==> src/rtl/cc_line_fill_deserializer.sv <==
// rtl/cc_line_fill_deserializer.sv - collects a wrapped critical-word-first read burst into one cache line
module cc_line_fill_deserializer #(
    parameter int DATA_W  = 64,
    parameter int BEATS   = 8,
    parameter int INDEX_W = 9,
    parameter int OFFS_W  = 6
) (
    input  logic                      clk,
    input  logic                      rst,
    input  logic                      miss_valid_i,
    output logic                      miss_ready_o,
    input  logic [INDEX_W-1:0]        miss_index_i,
    input  logic [OFFS_W-1:0]         miss_offset_i,
    input  logic                      beat_valid_i,
    output logic                      beat_ready_o,
    input  logic [DATA_W-1:0]         beat_data_i,
    input  logic                      beat_last_i,
    output logic                      line_valid_o,
    input  logic                      line_ready_i,
    output logic [INDEX_W-1:0]        line_index_o,
    output logic [DATA_W*BEATS-1:0]   line_data_o,
    output logic                      err_o
);

    localparam int BYTE_SH = $clog2(DATA_W / 8);
    localparam int WORD_W  = OFFS_W - BYTE_SH;
    localparam int LINE_W  = DATA_W * BEATS;
    localparam logic [WORD_W-1:0] LAST_K = WORD_W'(BEATS - 1);

    typedef enum logic [1:0] {
        S_IDLE,
        S_COLLECT,
        S_OUTPUT
    } state_t;

    state_t              state_q;
    logic                miss_ready_q;
    logic                beat_ready_q;
    logic                line_valid_q;
    logic                err_q;
    logic [INDEX_W-1:0]  index_q;
    logic [WORD_W-1:0]   w0_q;
    logic [WORD_W-1:0]   cnt_q;
    logic [LINE_W-1:0]   line_q;

    logic [WORD_W-1:0]   wr_word_d;
    logic                beat_hs_d;
    logic                at_last_k_d;

    // Word slot wraps naturally: WORD_W-bit add drops the carry.
    always_comb begin
        wr_word_d   = w0_q + cnt_q;
        beat_hs_d   = beat_valid_i && beat_ready_q;
        at_last_k_d = (cnt_q == LAST_K);
    end

    always_ff @(posedge clk or posedge rst) begin
        if (rst) begin
            state_q      <= S_IDLE;
            miss_ready_q <= 1'b1;
            beat_ready_q <= 1'b0;
            line_valid_q <= 1'b0;
            err_q        <= 1'b0;
            index_q      <= '0;
            w0_q         <= '0;
            cnt_q        <= '0;
            line_q       <= '0;
        end else begin
            case (state_q)
                S_IDLE: begin
                    if (miss_valid_i && miss_ready_q) begin
                        index_q      <= miss_index_i;
                        w0_q         <= miss_offset_i[OFFS_W-1:BYTE_SH];
                        cnt_q        <= '0;
                        line_q       <= '0;
                        miss_ready_q <= 1'b0;
                        beat_ready_q <= 1'b1;
                        state_q      <= S_COLLECT;
                    end
                end
                S_COLLECT: begin
                    if (beat_hs_d) begin
                        for (int w = 0; w < BEATS; w++) begin
                            if (wr_word_d == WORD_W'(w)) begin
                                line_q[w*DATA_W +: DATA_W] <= beat_data_i;
                            end
                        end
                        cnt_q <= cnt_q + 1'b1;
                        // Either an early rlast or a missing rlast ends the burst here.
                        if (beat_last_i || at_last_k_d) begin
                            if (beat_last_i != at_last_k_d) begin
                                err_q <= 1'b1;
                            end
                            beat_ready_q <= 1'b0;
                            line_valid_q <= 1'b1;
                            state_q      <= S_OUTPUT;
                        end
                    end
                end
                S_OUTPUT: begin
                    if (line_ready_i) begin
                        line_valid_q <= 1'b0;
                        miss_ready_q <= 1'b1;
                        state_q      <= S_IDLE;
                    end
                end
                default: begin
                    state_q      <= S_IDLE;
                    miss_ready_q <= 1'b1;
                    beat_ready_q <= 1'b0;
                    line_valid_q <= 1'b0;
                end
            endcase
        end
    end

    assign miss_ready_o = miss_ready_q;
    assign beat_ready_o = beat_ready_q;
    assign line_valid_o = line_valid_q;
    assign line_index_o = index_q;
    assign line_data_o  = line_q;
    assign err_o        = err_q;

endmodule

==> config.mk <==
export PLATFORM = sky130hd
export DESIGN_NAME = cc_line_fill_deserializer
export DESIGN_NICKNAME = d
export VERILOG_FILES = /design/src/rtl/cc_line_fill_deserializer.sv
export SDC_FILE = /design/constraint.sdc
export NUM_CORES = 1
export LEC_CHECK = 0
export ABC_AREA = 0
export CORE_AREA = 2 2 238 240
export CTS_BUF_LIST = sky130_fd_sc_hd__clkbuf_16
export CTS_CLUSTER_SIZE = 20
export DETAILED_ROUTE_END_ITERATION = 16
export DIE_AREA = 0 0 240 242
export GPL_ROUTABILITY_DRIVEN = 0
export PLACE_DENSITY = 0.68
export SYNTH_ARGS = -nofsm -noshare
export SYNTH_HDL_FRONTEND = slang
export SYNTH_SLANG_ARGS = --single-unit
==> constraint.sdc <==
create_clock -name clk -period 26.8 [get_ports clk]
set_clock_uncertainty 0.05 [all_clocks]
set_input_delay 5.36 -clock clk [delete_from_list [all_inputs] [get_ports clk]]
set_output_delay 5.36 -clock clk [all_outputs]
set_load 0.005 [all_outputs]
==> results.toml <==
[outcome]
status = "finished, final reports clean"

[sta]
whs_ns = 0.4311
fin_tns_setup_ns = 0
finalSetupViolCount = 0
tightest_slew_ns = 1.201
fin_crit_ns = 8.492
finalMaxSlewViolations = 0
rsz0062_at_grt = "false"
setup_ws_ns = 18.31
fmax_mhz = 117.8
hold_violations = 0
post-route-period-util_pct = 31.69
relSlewSlack_pct = 19.95

[clock_tree]
cts_made_buffers = 57
cts_tree = "built"
post_cts_buffers = 0
ctsRootBufferMaster = "clkbuf_16"
hold_buffers = 0
clkTransAtPathRegs_ns = 0.06
cts_buffer_depth = 3
worst_skew_pair.late_latency_ns = 0.62
ctsResizeCount = 0
htree_levels = 2
cts_sinks = 533

[finish]
mostFrequentLayoutCell = "clkdlybuf4s50_1"
nets = 2126
final_layout_size_suffix_gt1_share_pct = 6.779
area_delta_synth_final_pct = 39.31
layout_common_cells = "606 x clkdlybuf4s50_1, 531 x dfrtp_1, 244 x a22o_1"

[global_routing]
grt_pass1_vias = 17000
grt_pass1_wl_mm = 116.0
grt_use_total_pct = 26.56
grt_max_degree = 176
antenna_found_initial = 7
grt_overflow = 0

[setup_path]
cp.required_ns = 27.36
crit_family = "buffers and inverters"
arrival_ns = 9.05
cp_cell_sequence = "clkdlybuf4s50_1, inv_8, buf_4, buf_4, buf_4"
startpoint_type = "primary input"
path_max_fanout = 144
crit_path_end_kind = "asynchronous set/reset pin"
path_buf_inv = 5
slowest_stage = "buf_4"
cpMostUsedCell = "buf_4"
slowest_delay_ns = 0.83
critical_path_class = "primary input to asynchronous set/reset pin"

[floorplan]
die_h_um = 242
fp.dieArea_um2 = 58080
core_area_um2 = 55730
initial_core_util_pct = 37.30
io_pins = 610
rows = 87
fp.dieW_um = 240

[yosys]
seq_area_frac_synth_pct = 64.16
synth_area_leaders = "dfrtp_1 64%, a22o_1 10%, a32o_1 8.7%, a221o_1 3.5%, nand2_1 2.2%"
synth_cells = 1561
ys_ff_latch = 533
synth_cell_types = 46
avgSynthCellArea_um2 = 13.32
synth_area_leader_cell = "dfrtp_1"
ys_warn_count = 0
syn-cell-area_um2 = 20790
yosys.area.top_type_share_pct = 64.04
syn-num-nets = 1651

[run]
max_cap_violations = 0

[power_and_ir_drop]
p_clk_share_pct = 47.3
swShare_pct = 22.66
vdd_ir_drop_max_mv = 0.05278
power_density_nw_per_um2 = 55.80
pwr-share-comb_pct = 2.9
net-switching-power_uw = 366.2
p_int_uw = 1250
leakage_uw = 0.01280
seq_power_share_pct = 49.8

[routing]
wl_per_cell_um = 27.82
vias = 16820
routed_wirelength_mm = 78.99
routed_via_density = 5.924
drtIter0Drc = 1329
drt_first_pass_iters = 5
ant_nets = 0
drc_errors = 0

[place]
dpl.hpwl_mm = 51.01
post-place-ws_ns = 17.60
io_buffer_count = 606

[hold_path]
hold_path.class = "register to register"
final cells by class:
cell class / instances / area, um2
timing repair buffer: 639 / 6326
tap: 756 / 945.9
clock inverter: 46 / 354.1
inverter: 9 / 41.29
multi-input combinational: 796 / 6518
sequential: 533 / 13340
antenna: 3 / 7.507
fill: 4795 / 26770
clock buffer: 57 / 1426
registers in the layout, summed over array words and instances, names as in the netlist:
name and flops:
line_valid_o 1, line_data_o 512, w0_q 3, beat_ready_o 1
miss_ready_o 1, line_index_o 9, state_q 2, cnt_q 3
err_o 1
cells by family after synthesis:
logic type                 share of synthesized area [%]
and+or+nand+nor                                    4.045
DFF                                                64.16
buffers and inverters                              5.007
AOI/OAI and AO/OA                                  26.16
adders and majority gates                         0.3371
muxes                                            0.05416
xor gates and xnor gates                          0.2287
cells in the mapped netlist, drive strengths merged:
library cell and count:
dfrtp 532, a22o 244, a32o 180, buf 158, nand2 120, a221o 72
clkbuf 65, a21oi 62, o211ai 14, and2 13, a2111oi 12, o22ai 12
nand3 10, inv 9, nor3 9, a31oi 5, and3b 5, ha 4
nor2 4, o2111ai 4, o21ai 4, a211oi 3, nor2b 3, and4b 2
nand2b 2, a31o 1, and3 1, and4bb 1, dfstp 1, fa 1
mux2 1, nand4b 1, nand4bb 1, o22a 1, o31ai 1, or2 1
xnor3 1, xor3 1
worst paths after layout:
kind / from / to / slack (ns) / depth (start not counted)
max: rst / line_data_o[340] / 18.31 / 5
min: line_index_o[2] / line_index_o[2] / 0.43 / 2
max reg2reg: cnt_q[0] / line_data_o[341] / 22.90 / 7
min reg2reg: line_index_o[2] / line_index_o[2] / 0.43 / 2
max in group clk: beat_valid_i / line_data_o[193] / 18.87 / 5
min in group asynchronous: rst / line_data_o[240] / 5.27 / 2
metrics by stage:
stage          total power, uW  util [%]  cells  area (um2)
6_report                  1616     51.96   2839       28960
5_1_grt                   1664     51.95   2836       28950
4_1_cts                   1631     51.95   2836       28950
3_5_place_dp             866.8     48.76   2733       27170
3_3_place_gp             866.1     48.76   2733       27170
2_1_floorplan            841.7         -   1561       20790
power groups by stage:
stage                     sequential [uW]  clock (uW)  combinational [uW]
after floorplan                       820           0                21.4
after global routing                  804         810                50.7
final                                 805         764                46.8
after global placement                819           0                46.6
after CTS                             805         779                47.5
after detailed placement              819           0                47.4
tightest hold or removal path, cell delays in order (launching register included):
cell and delay (ns):
dfrtp_1 0.35, nand2_1 0.05, nand2_1 0.05
layer usage:
layer / part of all wire (%) / vias up / track usage (%)
li1: - / 7004 / -
met1: 39 / 8757 / 34.51
met2: 47 / 858 / 41.42
met3: 9.1 / 191 / 7.224
met4: 4.7 / 8 / 12.09
met5: 0.068 / - / 0
Power figures use the tool's default switching activity.
